===== config.mk =====
export PLATFORM = sky130hd
export DESIGN_NAME = div_pipe_8bit_flat
export DESIGN_NICKNAME = d
export VERILOG_FILES = /design/src/rtl/div_pipe_8bit_pkg.sv /design/src/rtl/div_pipe_8bit_if.sv /design/src/rtl/div_pipe_8bit_stage.sv /design/src/rtl/div_pipe_8bit.sv /design/src/flat_wrapper.sv
export SDC_FILE = /design/constraint.sdc
export NUM_CORES = 1
export LEC_CHECK = 0
export CORE_ASPECT_RATIO = 0.7
export CORE_UTILIZATION = 63
export DETAILED_ROUTE_END_ITERATION = 16
export PLACE_DENSITY_LB_ADDON = 0.15
export SLEW_MARGIN = 20
export SYNTH_ARGS = -nofsm -noshare
export SYNTH_HDL_FRONTEND = slang
export SYNTH_HIERARCHICAL = 1
export SYNTH_SLANG_ARGS = --single-unit

===== constraint.sdc =====
create_clock -name clk -period 6.2 [get_ports clk]
set_input_delay 0.62 -clock clk [delete_from_list [all_inputs] [get_ports clk]]
set_output_delay 0.62 -clock clk [all_outputs]
set_load 0.01 [all_outputs]

===== src/rtl/div_pipe_8bit_pkg.sv =====
// Shared arithmetic-library definitions for the pipelined divider.
// Optional signed support is selected with the DIV_PIPE_SIGNED_EN macro.
package arith_pkg;

    localparam int unsigned DIV_SIZE         = 8;
    localparam int unsigned DIV_PIPE_LATENCY = DIV_SIZE + 1;

    // Payload carried from one divider stage to the next.
    typedef struct packed {
        logic                valid;
        logic                zero;
`ifdef DIV_PIPE_SIGNED_EN
        logic                sign_q;
        logic                sign_r;
`endif
        logic [DIV_SIZE-1:0] dividend;
        logic [DIV_SIZE-1:0] divisor;
        logic [DIV_SIZE:0]   prem;
        logic [DIV_SIZE-1:0] quot;
    } div_stage_t;

    // One radix-2 restoring iteration: bring in the next dividend bit,
    // subtract the divisor when it fits, and record the quotient bit.
    function automatic div_stage_t div_step(input div_stage_t s);
        div_stage_t        n;
        logic [DIV_SIZE:0] t;
        logic              qbit;
        n = s;
        t = {s.prem[DIV_SIZE-1:0], s.dividend[DIV_SIZE-1]};
        if (t >= {1'b0, s.divisor}) begin
            n.prem = t - {1'b0, s.divisor};
            qbit   = 1'b1;
        end else begin
            n.prem = t;
            qbit   = 1'b0;
        end
        n.dividend = {s.dividend[DIV_SIZE-2:0], 1'b0};
        n.quot     = {s.quot[DIV_SIZE-2:0], qbit};
        return n;
    endfunction

endpackage


===== src/rtl/div_pipe_8bit_if.sv =====
// Operand/result bundle for div_pipe_8bit.
// div_signed exists only when DIV_PIPE_SIGNED_EN is defined.
interface div_pipe_8bit_if #(
    parameter int unsigned size = 8
);

    logic            div_en_in;
    logic [size-1:0] div_a;
    logic [size-1:0] div_b;
`ifdef DIV_PIPE_SIGNED_EN
    logic            div_signed;
`endif
    logic            div_en_out;
    logic [size-1:0] div_q;
    logic [size-1:0] div_r;
    logic            div_zero;

    modport master (
        output div_en_in, div_a, div_b,
`ifdef DIV_PIPE_SIGNED_EN
        output div_signed,
`endif
        input  div_en_out, div_q, div_r, div_zero
    );

    modport slave (
        input  div_en_in, div_a, div_b,
`ifdef DIV_PIPE_SIGNED_EN
        input  div_signed,
`endif
        output div_en_out, div_q, div_r, div_zero
    );

endinterface


===== src/rtl/div_pipe_8bit_stage.sv =====
// One restoring-division iteration followed by its pipeline register.
module div_pipe_stage
    import arith_pkg::*;
(
    input  logic       clk,
    input  logic       rst_n,
    input  div_stage_t i_stg,
    output div_stage_t o_stg
);

    div_stage_t w_next;
    div_stage_t r_stg;

    // Combinational iteration on the incoming payload.
    always_comb begin
        w_next = div_step(i_stg);
    end

    // Pipeline register: only the valid bit is reset, the payload just follows.
    always_ff @(posedge clk or negedge rst_n) begin
        if (!rst_n) begin
            r_stg.valid <= 1'b0;
        end else begin
            r_stg <= w_next;
        end
    end

    assign o_stg = r_stg;

endmodule


===== src/rtl/div_pipe_8bit.sv =====
// Fully pipelined unsigned restoring divider: one operation per clock,
// results size+1 cycles after the operands are sampled.
// Define DIV_PIPE_SIGNED_EN to add two's-complement operation via div_signed.
module div_pipe_8bit
    import arith_pkg::*;
#(
    parameter int unsigned size = DIV_SIZE
) (
    input logic            clk,
    input logic            rst_n,
    div_pipe_8bit_if.slave bus
);

    div_stage_t      w_stg0_next;
    div_stage_t      r_stg0;
    div_stage_t      w_stg [0:size];
    logic [size-1:0] w_q_fin;
    logic [size-1:0] w_r_fin;

    logic            r_en_out;
    logic [size-1:0] r_q;
    logic [size-1:0] r_r;
    logic            r_zero;

    // Stage 0 payload: magnitudes of the operands, cleared remainder/quotient.
    always_comb begin
        w_stg0_next       = '0;
        w_stg0_next.valid = bus.div_en_in;
        w_stg0_next.zero  = (bus.div_b == '0);
`ifdef DIV_PIPE_SIGNED_EN
        w_stg0_next.sign_r   = bus.div_signed & bus.div_a[size-1];
        w_stg0_next.sign_q   = bus.div_signed & (bus.div_a[size-1] ^ bus.div_b[size-1]);
        w_stg0_next.dividend = (bus.div_signed && bus.div_a[size-1]) ? -bus.div_a : bus.div_a;
        w_stg0_next.divisor  = (bus.div_signed && bus.div_b[size-1]) ? -bus.div_b : bus.div_b;
`else
        w_stg0_next.dividend = bus.div_a;
        w_stg0_next.divisor  = bus.div_b;
`endif
    end

    // Input register: valid bit resets, operands follow the inputs.
    always_ff @(posedge clk or negedge rst_n) begin
        if (!rst_n) begin
            r_stg0.valid <= 1'b0;
        end else begin
            r_stg0 <= w_stg0_next;
        end
    end

    assign w_stg[0] = r_stg0;

    for (genvar k = 1; k <= size; k++) begin : g_stage
        div_pipe_stage u_stage (
            .clk   (clk),
            .rst_n (rst_n),
            .i_stg (w_stg[k-1]),
            .o_stg (w_stg[k])
        );
    end

    // Final sign restore; a zero divisor keeps the all-ones quotient unsigned.
    always_comb begin
        w_q_fin = w_stg[size].quot;
        w_r_fin = w_stg[size].prem[size-1:0];
`ifdef DIV_PIPE_SIGNED_EN
        if (w_stg[size].sign_q && !w_stg[size].zero) begin
            w_q_fin = -w_stg[size].quot;
        end
        if (w_stg[size].sign_r) begin
            w_r_fin = -w_stg[size].prem[size-1:0];
        end
`endif
    end

    // Output register: strobe tracks the last valid bit, data loads only on valid.
    always_ff @(posedge clk or negedge rst_n) begin
        if (!rst_n) begin
            r_en_out <= 1'b0;
            r_q      <= '0;
            r_r      <= '0;
            r_zero   <= 1'b0;
        end else begin
            r_en_out <= w_stg[size].valid;
            if (w_stg[size].valid) begin
                r_q    <= w_q_fin;
                r_r    <= w_r_fin;
                r_zero <= w_stg[size].zero;
            end
        end
    end

    assign bus.div_en_out = r_en_out;
    assign bus.div_q      = r_q;
    assign bus.div_r      = r_r;
    assign bus.div_zero   = r_zero;

endmodule


===== src/flat_wrapper.sv =====
// flat-port wrapper written by rule: the top's interface ports become plain ports
module div_pipe_8bit_flat import arith_pkg::*;
#(
    parameter int unsigned size = DIV_SIZE
)
  (clk, rst_n, bus_div_en_in, bus_div_a, bus_div_b, bus_div_en_out, bus_div_q, bus_div_r, bus_div_zero);
  div_pipe_8bit_if #(.size(size)) bus_i ();
  input logic clk;
  input logic rst_n;
  input wire logic [$bits(bus_i.div_en_in)-1:0] bus_div_en_in;
  input wire logic [$bits(bus_i.div_a)-1:0] bus_div_a;
  input wire logic [$bits(bus_i.div_b)-1:0] bus_div_b;
  output wire logic [$bits(bus_i.div_en_out)-1:0] bus_div_en_out;
  output wire logic [$bits(bus_i.div_q)-1:0] bus_div_q;
  output wire logic [$bits(bus_i.div_r)-1:0] bus_div_r;
  output wire logic [$bits(bus_i.div_zero)-1:0] bus_div_zero;
  assign bus_i.div_en_in = bus_div_en_in;
  assign bus_i.div_a = bus_div_a;
  assign bus_i.div_b = bus_div_b;
  assign bus_div_en_out = bus_i.div_en_out;
  assign bus_div_q = bus_i.div_q;
  assign bus_div_r = bus_i.div_r;
  assign bus_div_zero = bus_i.div_zero;
  div_pipe_8bit #(.size(size)) u_core (.clk(clk), .rst_n(rst_n), .bus(bus_i));
endmodule

Yosys cells after proc, flatten, opt, wreduce, memory -nomap -nowiden. Index checks and enable logic that the tools add are counted.

Register bits after elaboration: 236. Word-level logic and storage cells: 88.

Muxes and demuxes: 16. Reductions and logical operators: 1. Add/sub/neg operators: 8. $lt $le $gt $ge: 8.

Operator list (count): $ge A9 B8 Y1 (7); $mux W8 (7); $sub A8 B8 Y8 (7); $mux W1 (9); $ge A1 B8 Y1 (1); $logic_not A8 Y1 (1); $sub A1 B8 Y8 (1).

Depth between registers and ports, before layout. Gate-level depths: netlist of run 1.

Depth after elaboration: 2. Gate-level depth with buffers: 8.

Cells and area by module. The synthesis of run 1 kept the hierarchy.

Modules (own cells, without submodules): div_pipe_stage at u_core.g_stage[2].u_stage ... (cells each 112, sequential area each 1016.0 µm², times used 4, area an instance 1574.0 µm²); div_pipe_stage at u_core.g_stage[6].u_stage ... (cells each 101, sequential area each 1016.0 µm², times used 3, area an instance 1599.0 µm²); div_pipe_stage at u_core.g_stage[1].u_stage (cells each 107, sequential area each 1016.0 µm², times used 1, area an instance 1576.5 µm²); div_pipe_8bit (cells each 59, sequential area each 985.9 µm², times used 1, area an instance 1222.4 µm²).

Worst setup path before layout of run 1. OpenSTA, ideal clock, no wires.

Path kind: register -> register. Start: register u_core.g_stage[1].u_stage.r_stg, in the netlist u_core/g_stage[1].u_stage/o_stg[11]. End: register u_core.g_stage[2].u_stage.r_stg, in the netlist u_core/g_stage[2].u_stage/o_stg[11], data pin. Stages on the path, launching flop included: 8. Data arrival time: 2063 ps. Required time: 5940 ps. Setup slack: 3876 ps. Setup time: 260 ps. Path through: edfxtp_1 ha_1 a21o_1 o21bai_1 a211o_1 or2_1 buf_6 mux2_4.

RTL lines: from (decl) (line div_pipe_8bit_stage.sv:12) `div_stage_t r_stg;`; from (signal assigned) (line div_pipe_8bit_stage.sv:24) `r_stg <= w_next;`; to (signal assigned) (line div_pipe_8bit_stage.sv:24); to (decl) (line div_pipe_8bit_stage.sv:12).

==> results of run 1 <==
==> registers in the layout (all words and copies together) (netlist names) <==
signal / count
u_core/bus.div_r: 8
u_core/bus.div_q: 8
u_core/bus.div_zero: 1
u_core/g_stage.u_stage/o_stg: 200
u_core/r_stg0: 18
u_core/bus.div_en_out: 1
==> stage by stage <==
stage	power, W	setup WS (ns)	cell area [um2]	hold slack (ns)
after CTS	0.00551	3.57	12700	0.243
after detailed placement	0.00410	3.55	11900	0.335
final	0.00550	3.50	12700	0.180
after floorplan	0.00367	3.89	11400	0.324
after global placement	0.00399	3.61	11900	0.334
after global routing	0.00576	3.42	12700	0.258
==> cell type report <==
class / count / share of cell area
Tap cell: 231 / 0.0228
Clock buffer: 28 / 0.0484
Multi-Input combinational cell: 454 / 0.313
Sequential cell: 236 / 0.547
Timing Repair Buffer: 38 / 0.0299
Inverter: 89 / 0.0263
Clock inverter: 12 / 0.0118
==> metal layers <==
layer / up-vias / GRT usage
met1: 3030 / 0.332
met5: - / 0
met3: 40 / 0.0522
li1: 2980 / -
met4: 0 / 0.0736
met2: 215 / 0.324
==> worst reg2reg max path: stages (launching register included) <==
cell and delay, ns:
edfxtp_1 0.41, ha_1 0.39, nand2_1 0.11, a211oi_1 0.46, a22o_1 0.33, or2_1 0.40
mux2_4 0.34
==> power groups by stage <==
stage	logic [W]	registers (W)	clock network, W
after detailed placement	0.00179	0.00231	0
after global placement	0.00169	0.00230	0
after global routing	0.00198	0.00231	0.00148
after floorplan	0.00141	0.00226	0
final	0.00183	0.00228	0.00139
after CTS	0.00181	0.00228	0.00142
==> worst max-delay path by stage <==
stage	end	depth (start not counted)	start	slack, ns
floorplan	u_core/g_stage[2].u_stage/o_stg[11]$_DFFE_PP_	7	u_core/g_stage[1].u_stage/o_stg[11]$_DFFE_PP_	3.89
global placement	u_core/g_stage[2].u_stage/o_stg[28]$_DFFE_PP_	2	rst_n	3.61
detailed placement	u_core/g_stage[2].u_stage/o_stg[28]$_DFFE_PP_	2	rst_n	3.55
CTS	u_core/g_stage[4].u_stage/o_stg[11]$_DFFE_PP_	7	u_core/g_stage[3].u_stage/o_stg[18]$_DFFE_PP_	3.57
global route	u_core/g_stage[4].u_stage/o_stg[11]$_DFFE_PP_	7	u_core/g_stage[3].u_stage/o_stg[20]$_DFFE_PP_	3.42
finish	u_core/g_stage[4].u_stage/o_stg[11]$_DFFE_PP_	6	u_core/g_stage[3].u_stage/o_stg[10]$_DFFE_PP_	3.50
==> impl_metrics.ini, run 1 <==
[placement]
place.gp.congestion = 0.882
io_buffers = 36
dp_hpwl_um = 13900
dp.cells = 1048

[grt]
grt_pass1_vias = 6211
grt_max_degree = 136
grt_overflow = 0
grt_pass1_wl_um = 31700
gr-usage-all-layers = 0.222
antenna_found_initial = 0

[worst_setup_path]
cp_data_arrival_time_ns = 2.95
max_stage_delay_ns = 0.46
cp_slowest_cell = a211oi_1
critPathRequiredTime_ns = 6.45
critPathCaptureType = flop
criticalPathCategory = flop to flop
start_kind = flop
cp_num_buf_inv = 0
r2r_slack_ns = 3.50
r2r_cells = 6
r2r-end = u_core/g_stage[4].u_stage/o_stg[11]$_DFFE_PP_
critical_path.top_delay_family = compound AO/OA/AOI/OAI gates
crit_fanout = 8
r2r_start = u_core/g_stage[3].u_stage/o_stg[10]$_DFFE_PP_
crit_chain = ha_1 -> nand2_1 -> a211oi_1 -> a22o_1 -> or2_1 -> mux2_4

[layout]
multi_input_area_um2 = 3980
final_cell_mix = edfxtp_1 (209), inv_1 (89), ha_1 (64)
fillers = 1067
area_growth_pct = 12.3
nets = 932
antenna_cells = 0
final_util = 0.731
drive_above_1_share = 0.153
seq_area_um2 = 6950
layout_commonest_cell = edfxtp_1
finalNonFillerCells = 1088

[pwr]
power.share.sequential = 0.415
p_switching_w = 0.00162
p_per_area_nw_per_um2 = 433
p_int_w = 0.00388
ir_drop_mv = 0.254
p_clk_frac = 0.252
p_sw_frac = 0.295
combPwrFrac = 0.333
total_leakage_power_nw = 5.13

[route]
wl_met3_um = 1360
highest_layer = met4
avgViaCountPerCell = 5.76
wl_per_cell_um = 17.9
routed_wl_um = 19500
wl_met1_um = 9350
route.met2.wl_um = 8330
drt_iter0_drc = 592
drc_errors = 0
first_pass_iters = 5
ant_nets = 0
vias = 6265

[clocking]
root_buffer = clkbuf_16
cts_buffer_depth = 3
htreeDepth = 1
post-cts-setup-buffers = 0
clkSlewWorstSetupHoldPaths_ns = 0.06
cts.sinks = 236
cts_buffers = 22
ctsHoldBuffers = 0
clkLatencyLatePin_ns = 0.50
ctsResizeCount = 0
cts_tree = yes

[sta]
slew_headroom = 0.330
final-hold-violation-count = 0
finalSetupViolCount = 0
max_freq_mhz = 371
fin_crit_sh = 0.435
fin_tns_setup_ns = 0
final-max-slew-violation-count = 0
fin_skew_ns = 0.0106
worst_slew_pin_slew_ns = 1.00
rsz0062_at_grt = no
period_needed_ns = 2.70

[run]
max_cap_violations = 0

[run_status]
outcome = finished, final reports clean

[synthesis]
syn_inst = 776
synthesis.area_um2 = 11300
syn_avg_cell_area_um2 = 14.6
yosysWarnings = 6

[die]
initial_core_util = 0.651
fp.dieH_um = 114
core_um2 = 17400
die_area_um2 = 18500
die_x_um = 162
io_pins = 37
rows = 40

[worst_hold_path]
hold_path_class = primary input to async pin
Power figures use the tool's default switching activity.
==> inputs of run 2 (changes only) <==
- clock period: 6.2 -> 2.6 ns (I/O delays scaled with it)
==> impl_metrics.ini, run 2 (synthesis results as in run 1) <==
[run_status]
outcome = finished, final reports clean

[die]
die_area_um2 = 18500
fp.dieH_um = 114
core_um2 = 17400
initial_core_util = 0.651
die_x_um = 162
rows = 40
io_pins = 37

[route]
avgViaCountPerCell = 5.81
vias = 6358
first_pass_iters = 5
ant_nets = 0
routed_wl_um = 20100
drt_iter0_drc = 562
drc_errors = 0
wl_per_cell_um = 18.4

[worst_setup_path]
critPathRequiredTime_ns = 2.84
crit_fanout = 8
start_kind = flop
criticalPathCategory = flop to flop
critPathCaptureType = flop
cp_data_arrival_time_ns = 2.75

[clocking]
clkLatencyLatePin_ns = 0.50
cts_buffers = 22
cts_buffer_depth = 3
clkSlewWorstSetupHoldPaths_ns = 0.07
root_buffer = clkbuf_16
cts.sinks = 236
post-cts-setup-buffers = 0
cts_tree = yes
htreeDepth = 1

[layout]
drive_above_1_share = 0.156
largest_reg_flops = 200
nets = 938
antenna_cells = 0
area_growth_pct = 12.6
final_util = 0.734
layout_commonest_cell = edfxtp_1
final_cell_mix = edfxtp_1 (209), inv_1 (89), ha_1 (64)

[placement]
place.gp.congestion = 0.909
dp_hpwl_um = 14100
io_buffers = 36

[pwr]
power.total_w = 0.0130
total_leakage_power_nw = 5.15
p_per_area_nw_per_um2 = 1020
ir_drop_mv = 0.559

[run]
max_cap_violations = 0

[grt]
grt_overflow = 0
gr-usage-all-layers = 0.224
grt_max_degree = 79
grt_pass1_vias = 6144
antenna_found_initial = 0
grt_pass1_wl_um = 31900

[sta]
fin_crit_sh = 0.963
period_needed_ns = 2.50
finalSetupViolCount = 0
fin_tns_setup_ns = 0
max_freq_mhz = 399
worst_slew_pin_slew_ns = 0.902
fin_skew_ns = 0.0135
final-hold-violation-count = 0
slew_headroom = 0.399
final-max-slew-violation-count = 0
rsz0062_at_grt = no

[worst_hold_path]
hold_path_class = primary input to flop
[run 2: path summary, 6_finish.rpt]
path / start / to / slack, ns / cells past startpoint
max: u_core/g_stage[4].u_stage/o_stg[21]$_DFFE_PP_ / u_core/g_stage[5].u_stage/o_stg[12]$_DFFE_PP_ / 0.1 / 7
min: bus_div_en_in / u_core/r_stg0[34]$_DFF_PN0_ / 0.20 / 1
max reg2reg: u_core/g_stage[4].u_stage/o_stg[21]$_DFFE_PP_ / u_core/g_stage[5].u_stage/o_stg[12]$_DFFE_PP_ / 0.1 / 7
min reg2reg: u_core/g_stage[7].u_stage/o_stg[34]$_DFF_PN0_ / u_core/g_stage[8].u_stage/o_stg[34]$_DFF_PN0_ / 0.35 / 0
max in group asynchronous: rst_n / u_core/bus.div_q[6]$_DFFE_PN0P_ / 1.59 / 3
min in group asynchronous: rst_n / u_core/g_stage[3].u_stage/o_stg[34]$_DFF_PN0_ / 0.33 / 2
[run 2: layout make-up]
class                      instances  area [um2]
sequential                       236        6950
timing repair buffer              44         465
inverter                          89         334
tap                              231         289
fill                            1081        4630
clock buffer                      26         587
multi-input combinational        454        3990
clock inverter                    14         123
[run 2: power by group]
group	total, W	internal (W)	switching (W)
registers	0.00545	0.00506	0.000388
clock network	0.00315	0.00181	0.00134
logic	0.00438	0.00223	0.00215
[run 2: repair_timing]
item / 4_1_cts / 5_1_grt
gates resized for setup: 0 / 3
endpoints found under the setup margin: 0 / 10
endpoints found under the hold margin: 11 / 0
hold buffers: 1 / 0
[run 2: per-layer routing]
metal  routed length [um]  share of wire  vias up  track usage
li1                     -              -     2992            -
met1                 9630           0.48     3100        0.336
met2                 8730           0.43      227        0.341
met3                 1370          0.068       39       0.0449
met4                  397          0.020        0       0.0516
met5                    0              0        -            0
[run 2: stage by stage]
step	setup WS (ns)	area, um2	std cells	hold WS (ns)
4_1_cts	0.0415	12700	1094	0.192
2_1_floorplan	0.286	11400	790	-0.0356
5_1_grt	0.00737	12700	1094	0.217
3_5_place_dp	0.0597	12000	1053	0.273
6_report	0.0969	12700	1094	0.203
3_3_place_gp	0.154	12000	1053	0.262
[run 2: worst max-delay path, cell delays in order (launching register included)]
cell and delay [ns]:
edfxtp_1 0.43, inv_1 0.08, ha_1 0.33, a21o_1 0.23, o21bai_1 0.16, a211o_1 0.37
or2_4 0.34, mux2_4 0.31
